===== config.mk =====
export PLATFORM = sky130hd
export DESIGN_NAME = bin2bcd_seq_flat
export DESIGN_NICKNAME = d
export VERILOG_FILES = /design/src/rtl/bin2bcd_pkg.sv /design/src/rtl/bin2bcd_seq_if.sv /design/src/rtl/bin2bcd_seq_dabble_adj.sv /design/src/rtl/bin2bcd_seq.sv /design/src/flat_wrapper.sv
export SDC_FILE = /design/constraint.sdc
export NUM_CORES = 1
export LEC_CHECK = 0
export CORE_UTILIZATION = 59
export CTS_CLUSTER_DIAMETER = 60
export DETAILED_ROUTE_END_ITERATION = 10
export PLACE_DENSITY = 0.85
export SLEW_MARGIN = 20
export SYNTH_ARGS = -nofsm -noshare
export SYNTH_HDL_FRONTEND = slang
export SYNTH_HIERARCHICAL = 1
export SYNTH_SLANG_ARGS = --single-unit
export TNS_END_PERCENT = 1

===== constraint.sdc =====
create_clock -name clk -period 2.91 [get_ports clk]
set_input_delay 0.291 -clock clk [delete_from_list [all_inputs] [get_ports clk]]
set_output_delay 0.291 -clock clk [all_outputs]
set_load 0.01 [all_outputs]

===== src/rtl/bin2bcd_pkg.sv =====
// Shared types and sizing helpers for the sequential binary-to-BCD converter.
package bin2bcd_pkg;

   typedef enum logic [1:0] {StIdle, StShift, StDone} state_t;

   // Digits needed for a w-bit unsigned value.
   function automatic int unsigned nd_for_width(int unsigned w);
      return (w + (w - 4) / 3 + 4) / 4;
   endfunction

   // Counter wide enough for the largest supported input width.
   localparam int unsigned MaxW  = 32;
   localparam int unsigned CNT_W = $clog2(MaxW + 1);

endpackage


===== src/rtl/bin2bcd_seq_if.sv =====
// Input/output handshake bundle for bin2bcd_seq.
interface bin2bcd_seq_if #(
   parameter int unsigned W  = 18,
   parameter int unsigned ND = bin2bcd_pkg::nd_for_width(W)
);
   logic [W-1:0]    bin;
   logic            in_valid;
   logic            in_ready;
   logic [4*ND-1:0] bcd;
   logic            neg;
   logic [ND-1:0]   blank;
   logic            ovf;
   logic            out_valid;
   logic            out_ready;

   modport master (
      output bin, in_valid, out_ready,
      input  in_ready, bcd, neg, blank, ovf, out_valid
   );

   modport slave (
      input  bin, in_valid, out_ready,
      output in_ready, bcd, neg, blank, ovf, out_valid
   );
endinterface


===== src/rtl/bin2bcd_seq_dabble_adj.sv =====
// Add-3 correction applied to one BCD digit before each double-dabble shift.
module dabble_adj (
   input  logic [3:0] d_i,
   output logic [3:0] d_o
);
   assign d_o = (d_i >= 4'd5) ? 4'(d_i + 4'd3) : d_i;
endmodule


===== src/rtl/bin2bcd_seq.sv =====
// Sequential double-dabble converter: one input bit per clock, handshake on both sides,
// leading-zero blanking mask and overflow flag when ND is narrower than the input needs.
module bin2bcd_seq
   import bin2bcd_pkg::*;
#(
   parameter int unsigned W      = 18,
   parameter int unsigned ND     = nd_for_width(W),
   parameter bit          SIGNED = 1'b0
) (
   input logic          clk,
   input logic          reset_n,
   bin2bcd_seq_if.slave bus_io
);
   localparam logic [ND-1:0] BlankRst = ~ND'(1);

   state_t          state_q, state_d;
   logic [CNT_W-1:0] cnt_q, cnt_d;
   logic [W-1:0]    sr_q, sr_d, sr_shift, mag;
   logic [4*ND-1:0] acc_q, acc_d, acc_adj, acc_shift;
   logic            ovf_acc_q, ovf_acc_d, sign_q, sign_d;
   logic [4*ND-1:0] bcd_q, bcd_d;
   logic [ND-1:0]   blank_q, blank_d, blank_next;
   logic            neg_q, neg_d, ovf_q, ovf_d;
   logic            in_neg, shift_out, last_shift, zero_run;
   logic            in_ready, out_valid;

   for (genvar g = 0; g < int'(ND); g++) begin : g_adj
      dabble_adj u_adj (
         .d_i(acc_q[4*g +: 4]),
         .d_o(acc_adj[4*g +: 4])
      );
   end

   // FSM: state register
   always_ff @(posedge clk or negedge reset_n) begin
      if (!reset_n) state_q <= StIdle;
      else          state_q <= state_d;
   end

   // FSM: next state
   always_comb begin
      state_d = state_q;
      unique case (state_q)
         StIdle:  if (bus_io.in_valid) state_d = StShift;
         StShift: if (last_shift) state_d = StDone;
         StDone:  if (bus_io.out_ready) state_d = StIdle;
         default: state_d = StIdle;
      endcase
   end

   // FSM: outputs
   always_comb begin
      in_ready  = (state_q == StIdle);
      out_valid = (state_q == StDone);
   end

   assign last_shift = (cnt_q == CNT_W'(1));
   assign in_neg     = SIGNED && bus_io.bin[W-1];
   // Two's-complement negate in W bits; the most negative input maps to 2^(W-1).
   assign mag        = in_neg ? (~bus_io.bin + W'(1)) : bus_io.bin;
   assign {shift_out, acc_shift, sr_shift} = {acc_adj, sr_q, 1'b0};

   always_comb begin
      zero_run      = 1'b1;
      blank_next    = '0;
      for (int i = int'(ND) - 1; i >= 1; i--) begin
         zero_run      = zero_run & (acc_shift[4*i +: 4] == 4'd0);
         blank_next[i] = zero_run;
      end
   end

   always_comb begin
      cnt_d     = cnt_q;
      sr_d      = sr_q;
      acc_d     = acc_q;
      ovf_acc_d = ovf_acc_q;
      sign_d    = sign_q;
      bcd_d     = bcd_q;
      blank_d   = blank_q;
      neg_d     = neg_q;
      ovf_d     = ovf_q;
      if (in_ready && bus_io.in_valid) begin
         sr_d      = mag;
         acc_d     = '0;
         ovf_acc_d = 1'b0;
         sign_d    = in_neg;
         cnt_d     = CNT_W'(W);
      end else if (state_q == StShift) begin
         sr_d      = sr_shift;
         acc_d     = acc_shift;
         ovf_acc_d = ovf_acc_q | shift_out;
         cnt_d     = cnt_q - CNT_W'(1);
         if (last_shift) begin
            bcd_d   = acc_shift;
            blank_d = blank_next;
            neg_d   = sign_q;
            ovf_d   = ovf_acc_q | shift_out;
         end
      end
   end

   always_ff @(posedge clk or negedge reset_n) begin
      if (!reset_n) begin
         cnt_q     <= '0;
         sr_q      <= '0;
         acc_q     <= '0;
         ovf_acc_q <= 1'b0;
         sign_q    <= 1'b0;
         bcd_q     <= '0;
         blank_q   <= BlankRst;
         neg_q     <= 1'b0;
         ovf_q     <= 1'b0;
      end else begin
         cnt_q     <= cnt_d;
         sr_q      <= sr_d;
         acc_q     <= acc_d;
         ovf_acc_q <= ovf_acc_d;
         sign_q    <= sign_d;
         bcd_q     <= bcd_d;
         blank_q   <= blank_d;
         neg_q     <= neg_d;
         ovf_q     <= ovf_d;
      end
   end

   assign bus_io.in_ready  = in_ready;
   assign bus_io.out_valid = out_valid;
   assign bus_io.bcd       = bcd_q;
   assign bus_io.blank     = blank_q;
   assign bus_io.neg       = neg_q;
   assign bus_io.ovf       = ovf_q;
endmodule


===== src/flat_wrapper.sv =====
// flat-port wrapper written by rule: the top's interface ports become plain ports
module bin2bcd_seq_flat import bin2bcd_pkg::*;
#(
   parameter int unsigned W      = 18,
   parameter int unsigned ND     = nd_for_width(W),
   parameter bit          SIGNED = 1'b0
)
  (clk, reset_n, bus_io_bin, bus_io_in_valid, bus_io_out_ready, bus_io_in_ready, bus_io_bcd, bus_io_neg, bus_io_blank, bus_io_ovf, bus_io_out_valid);
  bin2bcd_seq_if #(.W(W), .ND(ND)) bus_io_i ();
  input logic clk;
  input logic reset_n;
  input wire logic [$bits(bus_io_i.bin)-1:0] bus_io_bin;
  input wire logic [$bits(bus_io_i.in_valid)-1:0] bus_io_in_valid;
  input wire logic [$bits(bus_io_i.out_ready)-1:0] bus_io_out_ready;
  output wire logic [$bits(bus_io_i.in_ready)-1:0] bus_io_in_ready;
  output wire logic [$bits(bus_io_i.bcd)-1:0] bus_io_bcd;
  output wire logic [$bits(bus_io_i.neg)-1:0] bus_io_neg;
  output wire logic [$bits(bus_io_i.blank)-1:0] bus_io_blank;
  output wire logic [$bits(bus_io_i.ovf)-1:0] bus_io_ovf;
  output wire logic [$bits(bus_io_i.out_valid)-1:0] bus_io_out_valid;
  assign bus_io_i.bin = bus_io_bin;
  assign bus_io_i.in_valid = bus_io_in_valid;
  assign bus_io_i.out_ready = bus_io_out_ready;
  assign bus_io_in_ready = bus_io_i.in_ready;
  assign bus_io_bcd = bus_io_i.bcd;
  assign bus_io_neg = bus_io_i.neg;
  assign bus_io_blank = bus_io_i.blank;
  assign bus_io_ovf = bus_io_i.ovf;
  assign bus_io_out_valid = bus_io_i.out_valid;
  bin2bcd_seq #(.W(W), .ND(ND), .SIGNED(SIGNED)) u_core (.clk(clk), .reset_n(reset_n), .bus_io(bus_io_i));
endmodule

==> results.py <==
metrics = {
    "power": {
        "cellPowerDensity_mw_per_mm2": 1110,
        "p_leak_nw": 2.41,
        "ir_drop_mv": 0.680,
        "p_total_mw": 5.40,
    },
    "placement": {
        "numPortBuffers": 53,
        "placed_cell_area_mm2": 0.00464,
        "dpl.hpwl_mm": 5.47,
        "place_congestion": 0.849,
        "dp_slack_ns": 0.714,
    },
    "status": {
        "outcome": "completed",
    },
    "drt": {
        "vias_per_cell": 5.64,
        "drc": 0,
        "drt-initial-drc-count": 182,
        "drt-wirelength-per-cell_um": 15.1,
        "vias": 3018,
        "totalWireLength_mm": 8.06,
        "drt.antenna.violating_nets": 0,
        "firstDrtPassIters": 4,
    },
    "sta": {
        "rsz0062_at_grt": "false",
        "period_share": 0.784,
        "setup_viol": 0,
        "tns_ns": 0,
        "fin_crit_ns": 2.28,
        "fin_ws_ns": 0.628,
        "finalMaxSlewViolations": 0,
        "slew_headroom": 0.291,
        "tightest_slew_ns": 1.06,
        "fmax_mhz": 438,
        "fin_skew_ns": 0.00964,
        "final-hold-violation-count": 0,
    },
    "global_routing": {
        "grt_max_degree": 82,
        "grt_util_met2": 0.400,
        "grt_pass1_vias": 2989,
        "grt_pass1_wl_mm": 13.8,
        "grt_use_met1": 0.320,
        "top_usage_layer": "met2",
        "grt_usage": 0.243,
        "overflow": 0,
        "antenna_found_initial": 0,
        "use_met3": 0.0428,
    },
    "floorplanning": {
        "die_w_um": 85.2,
        "coreArea_mm2": 0.00649,
        "rows": 29,
        "fp.dieH_um": 85.2,
        "ioPinCount": 56,
        "start_util": 0.628,
        "dieArea_mm2": 0.00725,
    },
    "logic_synthesis": {
        "postSynthCellCount": 403,
        "synthSimpleGateAreaFrac": 0.204,
        "synth-xor-area-share": 0.0129,
        "yosys_warnings": 6,
        "ys_seq_area_frac": 0.498,
        "ys_ff_latch": 81,
        "async_reset_ff_frac": 1.00,
        "syn_area_mm2": 0.00408,
        "ys.flop_type": "dfrtp_1",
        "muxShareOfSynthArea": 0.118,
        "post_synth_fa_ha_maj_area_fraction": 0.0429,
        "synth_edf_count": 0,
        "synth.avg_cell_area_um2": 10.1,
        "synth_top_family_by_area": "simple AND/OR/NAND/NOR gates",
        "synth_cell_type_count": 41,
        "synth_compound_area_frac": 0.0788,
    },
    "finish": {
        "drive_gt1_frac": 0.142,
        "nets": 489,
        "final_util": 0.747,
        "antenna_cells": 0,
        "fillers": 435,
        "final_cell_mix": "nand2_1, dfrtp_1, clkdlybuf4s50_1, nand3_1, mux2_4",
        "area_delta_synth_final_pct": 18.9,
        "final_common_cell": "nand2_1",
        "design_area_mm2": 0.00485,
    },
    "min_path": {
        "hold_class": "input port to async pin",
    },
    "worst_setup_path": {
        "criticalPathCategory": "flip-flop to flip-flop",
        "required_ns": 3.17,
        "start_kind": "flip-flop",
        "endpoint_kind": "flip-flop",
        "worstPathMaxFanout": 4,
        "arrival_ns": 2.55,
    },
    "clocking": {
        "post-cts-setup-buffers": 0,
        "path_clk_slew_ns": 0.08,
        "hold_buffers": 0,
        "cts.sinks": 81,
        "insertion_delay_ns": 0.34,
        "root_buffer": "clkbuf_8",
        "cts_max_path_buffers": 2,
        "h-tree-depth": 3,
        "cts_buffers": 9,
        "cts_resized": 0,
        "cts_tree": "built",
    },
    "run": {
        "drv_cap": 0,
    },
}
==> state kept, by name, summed over array words and instances (netlist names) <==
register	flops
u_core/acc_q	24
u_core/bus_io.bcd	24
u_core/sr_q	18
u_core/cnt_q	6
u_core/bus_io.blank	5
u_core/state_q	2
u_core/bus_io.ovf	1
u_core/ovf_acc_q	1
==> metal layers <==
metal / part of all wire / vias up
met1: 0.44 / 1476
met2: 0.50 / 75
met3: 0.038 / 13
met4: 0.018 / 0
li1: - / 1454
met5: 0 / -
==> stage by stage <==
step	instances	hold WS [ns]
final	535	0.119
after global routing	535	0.187
after CTS	535	0.148
after global placement	519	0.459
after detailed placement	519	0.463
after floorplan	404	-0.00459
==> final timing paths <==
kind / startpoint / to / slack [ns] / depth (start not counted)
max: u_core/acc_q[21]$_DFFE_PN0P_ / u_core/bus_io.blank[2]$_DFFE_PN1P_ / 0.63 / 8
min: reset_n / u_core/bus_io.bcd[9]$_DFFE_PN0P_ / 0.12 / 1
max reg2reg: u_core/acc_q[21]$_DFFE_PN0P_ / u_core/bus_io.blank[2]$_DFFE_PN1P_ / 0.63 / 8
min reg2reg: u_core/sr_q[5]$_DFFE_PN0P_ / u_core/sr_q[5]$_DFFE_PN0P_ / 0.49 / 2
max in group asynchronous: reset_n / u_core/state_q[0]$_DFFE_PN0P_ / 2.17 / 1
min in group clk: bus_io_bin[0] / u_core/sr_q[0]$_DFFE_PN0P_ / 0.48 / 3
==> report_power, final <==
group | switching (mW) | leakage, nW | internal, mW
combinational | 1.34 | 1.28 | 1.18
sequential | 0.410 | 1.02 | 1.61
clock | 0.388 | 0.106 | 0.479
total | 2.13 | 2.41 | 3.27
==> cells in the mapped netlist, types with 2 or more instances <==
master    count  area, um2
a21oi_1       2       10.0
a21oi_2       6       52.6
a22oi_1      17        128
buf_2         7       35.0
buf_4         4       30.0
buf_6         3       33.8
clkbuf_1      5       18.8
dfrtp_1      76       1900
dfstp_2       5        131
ha_1         14        175
inv_1        16       60.1
mux2_4       26        390
mux2i_1       9       90.1
nand2_1     112        420
nand2b_1     14       87.6
nand3_1      28        140
nand4_1       2       12.5
nor2_1        9       33.8
nor4_1        7       43.8
o21ai_0      10       50.1
o21ai_1       6       30.0
xnor2_1       6       52.6
==> critical path, cell delays in order, from the launching register on <==
cell,delay (ns)
dfrtp_1,0.39
inv_1,0.09
ha_1,0.19
nand2b_1,0.17
a21oi_2,0.21
mux2i_1,0.14
nor4_1,0.60
nand4_1,0.22
mux2i_1,0.20
==> final cells by class <==
cell class	count	area, um2	share of cell area
Sequential cell	81	2030	0.419
Clock buffer	10	128	0.0263
Multi-Input combinational cell	287	1870	0.386
Clock inverter	6	82.6	0.0170
Tap cell	77	96.3	0.0199
Timing Repair Buffer	58	578	0.119
Inverter	16	60.1	0.0124
==> kinds of logic after synthesis <==
kind of cell	after synthesis
muxes	35
adders and majority gates	14
AOI/OAI and AO/OA	47
xor gates and xnor gates	6
DFF	81
and+or+nand+nor	183
other	1
buffers and inverters	36
No activity file was read; power rests on OpenSTA's default activity.
